**config.mk**
```make
export PLATFORM = sky130hd
export DESIGN_NAME = register_file
export DESIGN_NICKNAME = d
export VERILOG_FILES = /design/src/rtl/register_file.sv
export SDC_FILE = /design/constraint.sdc
export NUM_CORES = 1
export LEC_CHECK = 0
export ABC_CLOCK_PERIOD_IN_PS = 3200
export CORE_ASPECT_RATIO = 1.4
export CORE_MARGIN = 5
export CORE_UTILIZATION = 40
export CTS_CLUSTER_SIZE = 40
export DETAILED_ROUTE_END_ITERATION = 10
export SLEW_MARGIN = 30
export SYNTH_ARGS = -nofsm -noshare
export SYNTH_HDL_FRONTEND = slang
export SYNTH_SLANG_ARGS = --single-unit
```
**constraint.sdc**
```tcl
create_clock -name clk -period 3.2 [get_ports clk]
set_input_delay 0.48 -clock clk [delete_from_list [all_inputs] [get_ports clk]]
set_output_delay 0.48 -clock clk [all_outputs]
set_load 0.1 [all_outputs]
```
**src/rtl/register_file.sv**
```systemverilog
// Parametrised general-purpose register bank: one synchronous write port,
// two independent registered read ports with write-through bypass, and a per-entry written mask.
module register_file #(
    parameter int WIDTH  = 16,
    parameter int DEPTH  = 8,
    parameter int ADDR_W = 3
) (
    input  logic              clk,
    input  logic              rst,
    input  logic              we,
    input  logic [ADDR_W-1:0] waddr,
    input  logic [WIDTH-1:0]  wdata,
    input  logic              re_a,
    input  logic [ADDR_W-1:0] raddr_a,
    output logic [WIDTH-1:0]  rdata_a,
    output logic              rvalid_a,
    input  logic              re_b,
    input  logic [ADDR_W-1:0] raddr_b,
    output logic [WIDTH-1:0]  rdata_b,
    output logic              rvalid_b,
    output logic [DEPTH-1:0]  written
);

    // One extra bit so DEPTH itself is representable when 2^ADDR_W == DEPTH.
    localparam logic [ADDR_W:0] DEPTH_L = (ADDR_W + 1)'(DEPTH);

    logic [WIDTH-1:0] mem_r [DEPTH];
    logic [DEPTH-1:0] written_r;
    logic [WIDTH-1:0] rdata_a_r;
    logic [WIDTH-1:0] rdata_b_r;
    logic             rvalid_a_r;
    logic             rvalid_b_r;

    logic             wen_s;
    logic             a_in_range_s;
    logic             b_in_range_s;
    logic [WIDTH-1:0] rd_a_s;
    logic [WIDTH-1:0] rd_b_s;

    // Qualify the write and the read addresses against the populated range.
    always_comb begin
        wen_s        = we & ({1'b0, waddr} < DEPTH_L);
        a_in_range_s = ({1'b0, raddr_a} < DEPTH_L);
        b_in_range_s = ({1'b0, raddr_b} < DEPTH_L);
    end

    // Port A read mux: out-of-range reads yield zero, same-address writes bypass the array.
    always_comb begin
        rd_a_s = '0;
        if (!a_in_range_s) begin
            rd_a_s = '0;
        end else if (wen_s && (waddr == raddr_a)) begin
            rd_a_s = wdata;
        end else begin
            rd_a_s = mem_r[raddr_a];
        end
    end

    // Port B read mux, same rules as port A.
    always_comb begin
        rd_b_s = '0;
        if (!b_in_range_s) begin
            rd_b_s = '0;
        end else if (wen_s && (waddr == raddr_b)) begin
            rd_b_s = wdata;
        end else begin
            rd_b_s = mem_r[raddr_b];
        end
    end

    // Storage array and written mask; reset overrides any write on the same edge.
    always_ff @(posedge clk) begin
        if (rst) begin
            for (int i = 0; i < DEPTH; i++) begin
                mem_r[i] <= '0;
            end
            written_r <= '0;
        end else if (wen_s) begin
            mem_r[waddr]     <= wdata;
            written_r[waddr] <= 1'b1;
        end
    end

    // Read output registers; data holds when idle while valid drops.
    always_ff @(posedge clk) begin
        if (rst) begin
            rdata_a_r  <= '0;
            rdata_b_r  <= '0;
            rvalid_a_r <= 1'b0;
            rvalid_b_r <= 1'b0;
        end else begin
            rvalid_a_r <= re_a;
            rvalid_b_r <= re_b;
            if (re_a) begin
                rdata_a_r <= rd_a_s;
            end
            if (re_b) begin
                rdata_b_r <= rd_b_s;
            end
        end
    end

    assign rdata_a  = rdata_a_r;
    assign rdata_b  = rdata_b_r;
    assign rvalid_a = rvalid_a_r;
    assign rvalid_b = rvalid_b_r;
    assign written  = written_r;

endmodule
```
==> flow_metrics.env, run 1 <==
export IMPL_hold_path_class="reg -> reg"
export IMPL_ys_warnings_count=0
export IMPL_setup_worst_path_start_class="primary input"
export IMPL_tritoncts="yes"
export IMPL_vdd_ir_drop_worst_mv=0.360
export IMPL_worst_path_dominant_cell_family="simple AND/OR/NAND/NOR gates"
export IMPL_floorplan_initialDensity=0.404
export IMPL_power_per_cell_area_nw_per_um2=555
export IMPL_maxSlewHeadroom=0.344
export IMPL_gp_congestion=0.868
export IMPL_postSynthAreaPerCell_um2=15.1
export IMPL_fin_tns_setup_ps=0
export IMPL_post_synth_inst_count=550
export IMPL_path_clk_slew_ps=60
export IMPL_fp_dieArea_um2=23700
export IMPL_nets=664
export IMPL_critical_path_n_buffers_inverters=1
export IMPL_die_width_um=132
export IMPL_power_static_leakage_nw=3.64
export IMPL_yosys_top_cells_area="edfxtp_1 (46%), mux4_2 (16%), dfxtp_1 (10%), and2_1 (9.7%), mux2i_1 (3.7%)"
export IMPL_cp_cell_sequence="clkdlybuf4s50_1 > nand2b_2 > nor4_1 > and2_1 > a221o_1"
export IMPL_post_synth_top_area_fraction=0.464
export IMPL_firstDrtPassIters=5
export IMPL_grt_first_pass_wirelength_mm=34.7
export IMPL_power_total_mw=5.44
export IMPL_antenna_diode_count=0
export IMPL_areaGrowthSynthToFinish_pct=18.3
export IMPL_detail_route_antenna_nets=0
export IMPL_ff_latch_count_synth=170
export IMPL_classification_of_the_worst_setup_path="in -> reg"
export IMPL_grt_antenna_before_repair=0
export IMPL_reg2reg_slack_ps=1660
export IMPL_fp_row_count=62
export IMPL_grt_setup_unrepaired="no"
export IMPL_most_frequent_cells_in_the_layout="and2_1 (129), edfxtp_1 (128), buf_4 (71)"
export IMPL_port_buffers=71
export IMPL_syn_nets=580
export IMPL_largest_net_degree_at_the_start_of_global_routing=21
export IMPL_critical_path_slowest_cell="and2_1"
export IMPL_synth_area_leader_cell="edfxtp_1"
export IMPL_cp_slowest_stage_delay_ps=740
export IMPL_cts_resized=0
export IMPL_coreArea_um2=20500
export IMPL_synth_edff_count=128
export IMPL_clock_sinks=170
export IMPL_synthArstFlopShare=0
export IMPL_routed_wire_length_per_instance_um=25.7
export IMPL_h_tree_depth=4
export IMPL_place_hpwl_mm=15.2
export IMPL_finalSetupViolCount=0
export IMPL_layout_cells_most_common="and2_1"
export IMPL_final_setup_skew_ps=8.00
export IMPL_min_period_over_period=0.782
export IMPL_die_h_um=180
export IMPL_cts_repair_timing_setup_buffer_count=0
export IMPL_fmax_mhz=400
export IMPL_postSynth_topFlopCell="edfxtp_1"
export IMPL_dr_total_vias=5234
export IMPL_netlist_area_um2=8280
export IMPL_first_global_vias=5573
export IMPL_sum_of_routed_wire_length_over_all_layers_mm=23.2
export IMPL_ys_types=37
export IMPL_first_iter_violations=367
export IMPL_clock_insertion_delay_worst_skew_ps=430
export IMPL_synth_seq_area_share=0.566
export IMPL_timing_hold_violations_final=0
export IMPL_grt_usage=0.196
export IMPL_crit_fanout=15
export IMPL_global_route_overflow_total=0
export IMPL_critical_path_required_ps=3560
export IMPL_cts_made_buffers=17
export IMPL_cts_root_buffer="clkbuf_16"
export IMPL_worst_slew_pin_transition_ps=981
export IMPL_fraction_of_layout_instances_using_a_drive_strength_above_1=0.280
export IMPL_cts_path_max_buffers=2
export IMPL_maxSlewViolCount=0
export IMPL_floorplan_io_pins=72
export IMPL_final_core_util=0.478
export IMPL_nFillCells=1811
export IMPL_drcViolationCount=0
export IMPL_outcome="completed"
export IMPL_hold_buffers=0
export IMPL_post_layout_min_period_ps=2500
export IMPL_vias_per_cell=5.80
export IMPL_drv_cap=0
export IMPL_crit_arrival_ps=2870
export IMPL_endpoint_kind="register"
-- routing by layer --
layer | up-vias | track usage | wire length, um
met5 | - | 0 | 0
met4 | 0 | 0.0733 | 746
met3 | 41 | 0.0422 | 1090
met2 | 180 | 0.353 | 12600
met1 | 2722 | 0.229 | 8830
li1 | 2291 | - | -
-- layout make-up --
cell class                      count  area (um2)  area share
Clock buffer                       20         457      0.0466
Inverter                            1        3.75    0.000383
Clock inverter                     12        92.6     0.00946
Sequential cell                   170        4680       0.478
Tap cell                          256         320      0.0327
Multi-Input combinational cell    339        3370       0.344
Timing Repair Buffer              105         863      0.0882
-- path summary, 6_finish.rpt --
kind / cells after the start / start / endpoint
worst min-delay path: 1 / written[4] / written[4]
worst max register to register: 4 / mem_r[3][5] / rdata_a[5]
worst min register to register: 1 / written[4] / written[4]
worst max-delay path: 5 / rst / rdata_a[5]
-- synth_stat cells, drive strengths merged, types with 2 or more instances --
library cell  number
dfxtp             42
edfxtp           128
a221o             15
nor3               4
a21o               8
clkbuf            21
nand2b             4
mux2               2
buf               19
or2                5
and2             129
o21ai             19
xor2               6
nor2b              2
nor2              22
a22oi             16
mux4              63
nor4               3
nand2              3
mux2i             31
o41ai              2
-- registers in the layout, summed over array words and instances (netlist names) --
name      flops
mem_r       128
rvalid_b      1
rvalid_a      1
rdata_b      16
rdata_a      16
written       8
-- through the flow --
stage          hold slack (ps)  setup slack, ps  area [um2]  std cells
2_1_floorplan              573              668        8280        550
3_3_place_gp               442              344        9240        871
3_5_place_dp               440              298        9240        871
4_1_cts                    466              727        9790        903
5_1_grt                    490              548        9790        903
6_report                   460              698        9790        903
-- where the power goes --
group | internal (mW) | total, mW | switching (mW) | leakage [nW]
registers | 2.52 | 2.60 | 0.0851 | 1.57
logic | 0.315 | 0.914 | 0.599 | 1.80
clock network | 1.04 | 1.92 | 0.877 | 0.265
total | 3.88 | 5.44 | 1.56 | 3.64
-- cell families (layout without fill, tap and decap cells) --
| kind of cell | Yosys count | count (layout) | share of synthesized area |
|---|---|---|---|
| AOI/OAI and AO/OA | 62 | 62 | 0.0585 |
| xor gates and xnor gates | 6 | 6 | 0.00635 |
| buffers and inverters | 41 | 138 | 0.0275 |
| DFF | 170 | 170 | 0.566 |
| muxes | 96 | 96 | 0.213 |
| and+or+nand+nor | 175 | 175 | 0.129 |
No activity file was read; power rests on OpenSTA's default activity.
==> inputs of run 2 (changes only) <==
ABC_CLOCK_PERIOD_IN_PS = 2550   (was 3200)
clock period = 2.55 ns   (was 3.2 ns; I/O delays follow)
==> run 2 against run 1 <==
Against the previous run:
- register-to-register slack got worse by 640 ps
- combinational power increased by 30%
- design area increased by 2.3%
==> flow_metrics.env, run 2 (same netlist as run 1, synthesis figures left out) <==
export IMPL_h_tree_depth=4
export IMPL_port_buffers=71
export IMPL_endpoint_kind="register"
export IMPL_fp_dieArea_um2=23700
export IMPL_vias_per_cell=5.70
export IMPL_die_h_um=180
export IMPL_detail_route_antenna_nets=0
export IMPL_post_layout_min_period_ps=2050
export IMPL_crit_arrival_ps=2410
export IMPL_timing_hold_violations_final=0
export IMPL_cts_made_buffers=17
export IMPL_final_setup_skew_ps=8.25
export IMPL_floorplan_initialDensity=0.404
export IMPL_worst_slew_pin_transition_ps=773
export IMPL_first_iter_violations=464
export IMPL_critical_path_required_ps=2910
export IMPL_grt_antenna_before_repair=0
export IMPL_power_per_cell_area_nw_per_um2=706
export IMPL_finalSetupViolCount=0
export IMPL_power_static_leakage_nw=3.75
export IMPL_vdd_ir_drop_worst_mv=0.469
export IMPL_first_global_vias=5592
export IMPL_classification_of_the_worst_setup_path="in -> reg"
export IMPL_coreArea_um2=20500
export IMPL_setup_worst_path_start_class="primary input"
export IMPL_outcome="completed"
export IMPL_min_period_over_period=0.803
export IMPL_gp_congestion=0.826
export IMPL_global_route_overflow_total=0
export IMPL_fmax_mhz=488
export IMPL_routed_wire_length_per_instance_um=25.8
export IMPL_grt_usage=0.200
export IMPL_most_frequent_cells_in_the_layout="and2_1 (129), edfxtp_1 (128), buf_4 (78)"
export IMPL_hold_buffers=0
export IMPL_largest_register_ffs=128
export IMPL_fp_row_count=62
export IMPL_cts_resized=0
export IMPL_clock_insertion_delay_worst_skew_ps=430
export IMPL_sum_of_routed_wire_length_over_all_layers_mm=23.6
export IMPL_path_clk_slew_ps=60
export IMPL_reg2reg_slack_ps=1020
export IMPL_fin_tns_setup_ps=0
export IMPL_max_flop_register="mem_r"
export IMPL_firstDrtPassIters=5
export IMPL_cts_root_buffer="clkbuf_16"
export IMPL_cts_path_max_buffers=2
export IMPL_tritoncts="yes"
export IMPL_antenna_diode_count=0
export IMPL_cp_cell_sequence="clkdlybuf4s50_1 > xor2_1 > nor4_1 > and2_1 > a221o_1"
export IMPL_floorplan_io_pins=72
export IMPL_timing_hold_ws_ps=460
export IMPL_clock_sinks=170
export IMPL_fraction_of_layout_instances_using_a_drive_strength_above_1=0.301
export IMPL_cts_repair_timing_setup_buffer_count=0
export IMPL_cp_slowest_stage_delay_ps=690
export IMPL_layout_cells_most_common="and2_1"
export IMPL_critical_path_n_buffers_inverters=1
export IMPL_grt_first_pass_wirelength_mm=35.1
export IMPL_dr_total_vias=5214
export IMPL_crit_fanout=15
export IMPL_worst_path_dominant_cell_family="simple AND/OR/NAND/NOR gates"
export IMPL_critical_path_slowest_cell="and2_1"
export IMPL_drcViolationCount=0
export IMPL_place_hpwl_mm=15.3
export IMPL_drv_cap=0
export IMPL_die_width_um=132
export IMPL_maxSlewViolCount=0
export IMPL_nets=675
export IMPL_areaGrowthSynthToFinish_pct=21.1
export IMPL_maxSlewHeadroom=0.485
export IMPL_hold_path_class="reg -> reg"
export IMPL_largest_net_degree_at_the_start_of_global_routing=34
export IMPL_grt_setup_unrepaired="no"
[run 2: worst paths after layout]
path | start | end | cells after the start
setup / recovery | waddr[1] | rdata_a[12] | 5
hold / removal | written[1] | written[1] | 1
setup reg to reg | mem_r[3][5] | rdata_a[5] | 4
hold reg to reg | written[1] | written[1] | 1
[run 2: per-layer routing]
| layer | vias to the layer above | routed length (um) | share of wire | GRT usage |
|---|---|---|---|---|
| met5 | - | 0 | 0 | 0 |
| met4 | 0 | 599 | 0.025 | 0.0675 |
| met3 | 43 | 1180 | 0.050 | 0.0413 |
| met2 | 180 | 12800 | 0.54 | 0.362 |
| met1 | 2683 | 8960 | 0.38 | 0.234 |
| li1 | 2308 | - | - | - |
[run 2: report_power, final]
part           total, mW  internal, mW  switching (mW)  leakage (nW)
clock               2.61          1.50            1.11         0.278
combinational       1.19         0.426           0.767          1.90
sequential          3.27          3.16           0.106          1.57
[run 2: cell type report]
class | count | area [um2]
clock buffers | 19 | 453
clock inverters | 13 | 143
multi-input cells | 339 | 3370
well taps | 256 | 320
fillers | 1800 | 10500
repair buffers | 116 | 1050
inverters | 1 | 3.75
flip-flops and latches | 170 | 4680
[run 2: stage by stage]
stage	cell area [um2]	power, mW	setup slack (ps)	std cells	util
2_1_floorplan	8280	4.12	115	550	-
3_3_place_gp	9430	4.50	118	882	0.460
3_5_place_dp	9430	4.52	98.3	882	0.460
4_1_cts	10000	7.10	509	914	0.489
5_1_grt	10000	7.28	381	914	0.489
6_report	10000	7.07	501	914	0.489
[run 2: worst register-to-register path: cells and delay by family, from the launching register on]
family / cells / cell delay, ps
mux: 2 / 710
flops: 1 / 390
compound gates: 1 / 250
simple gates: 1 / 60
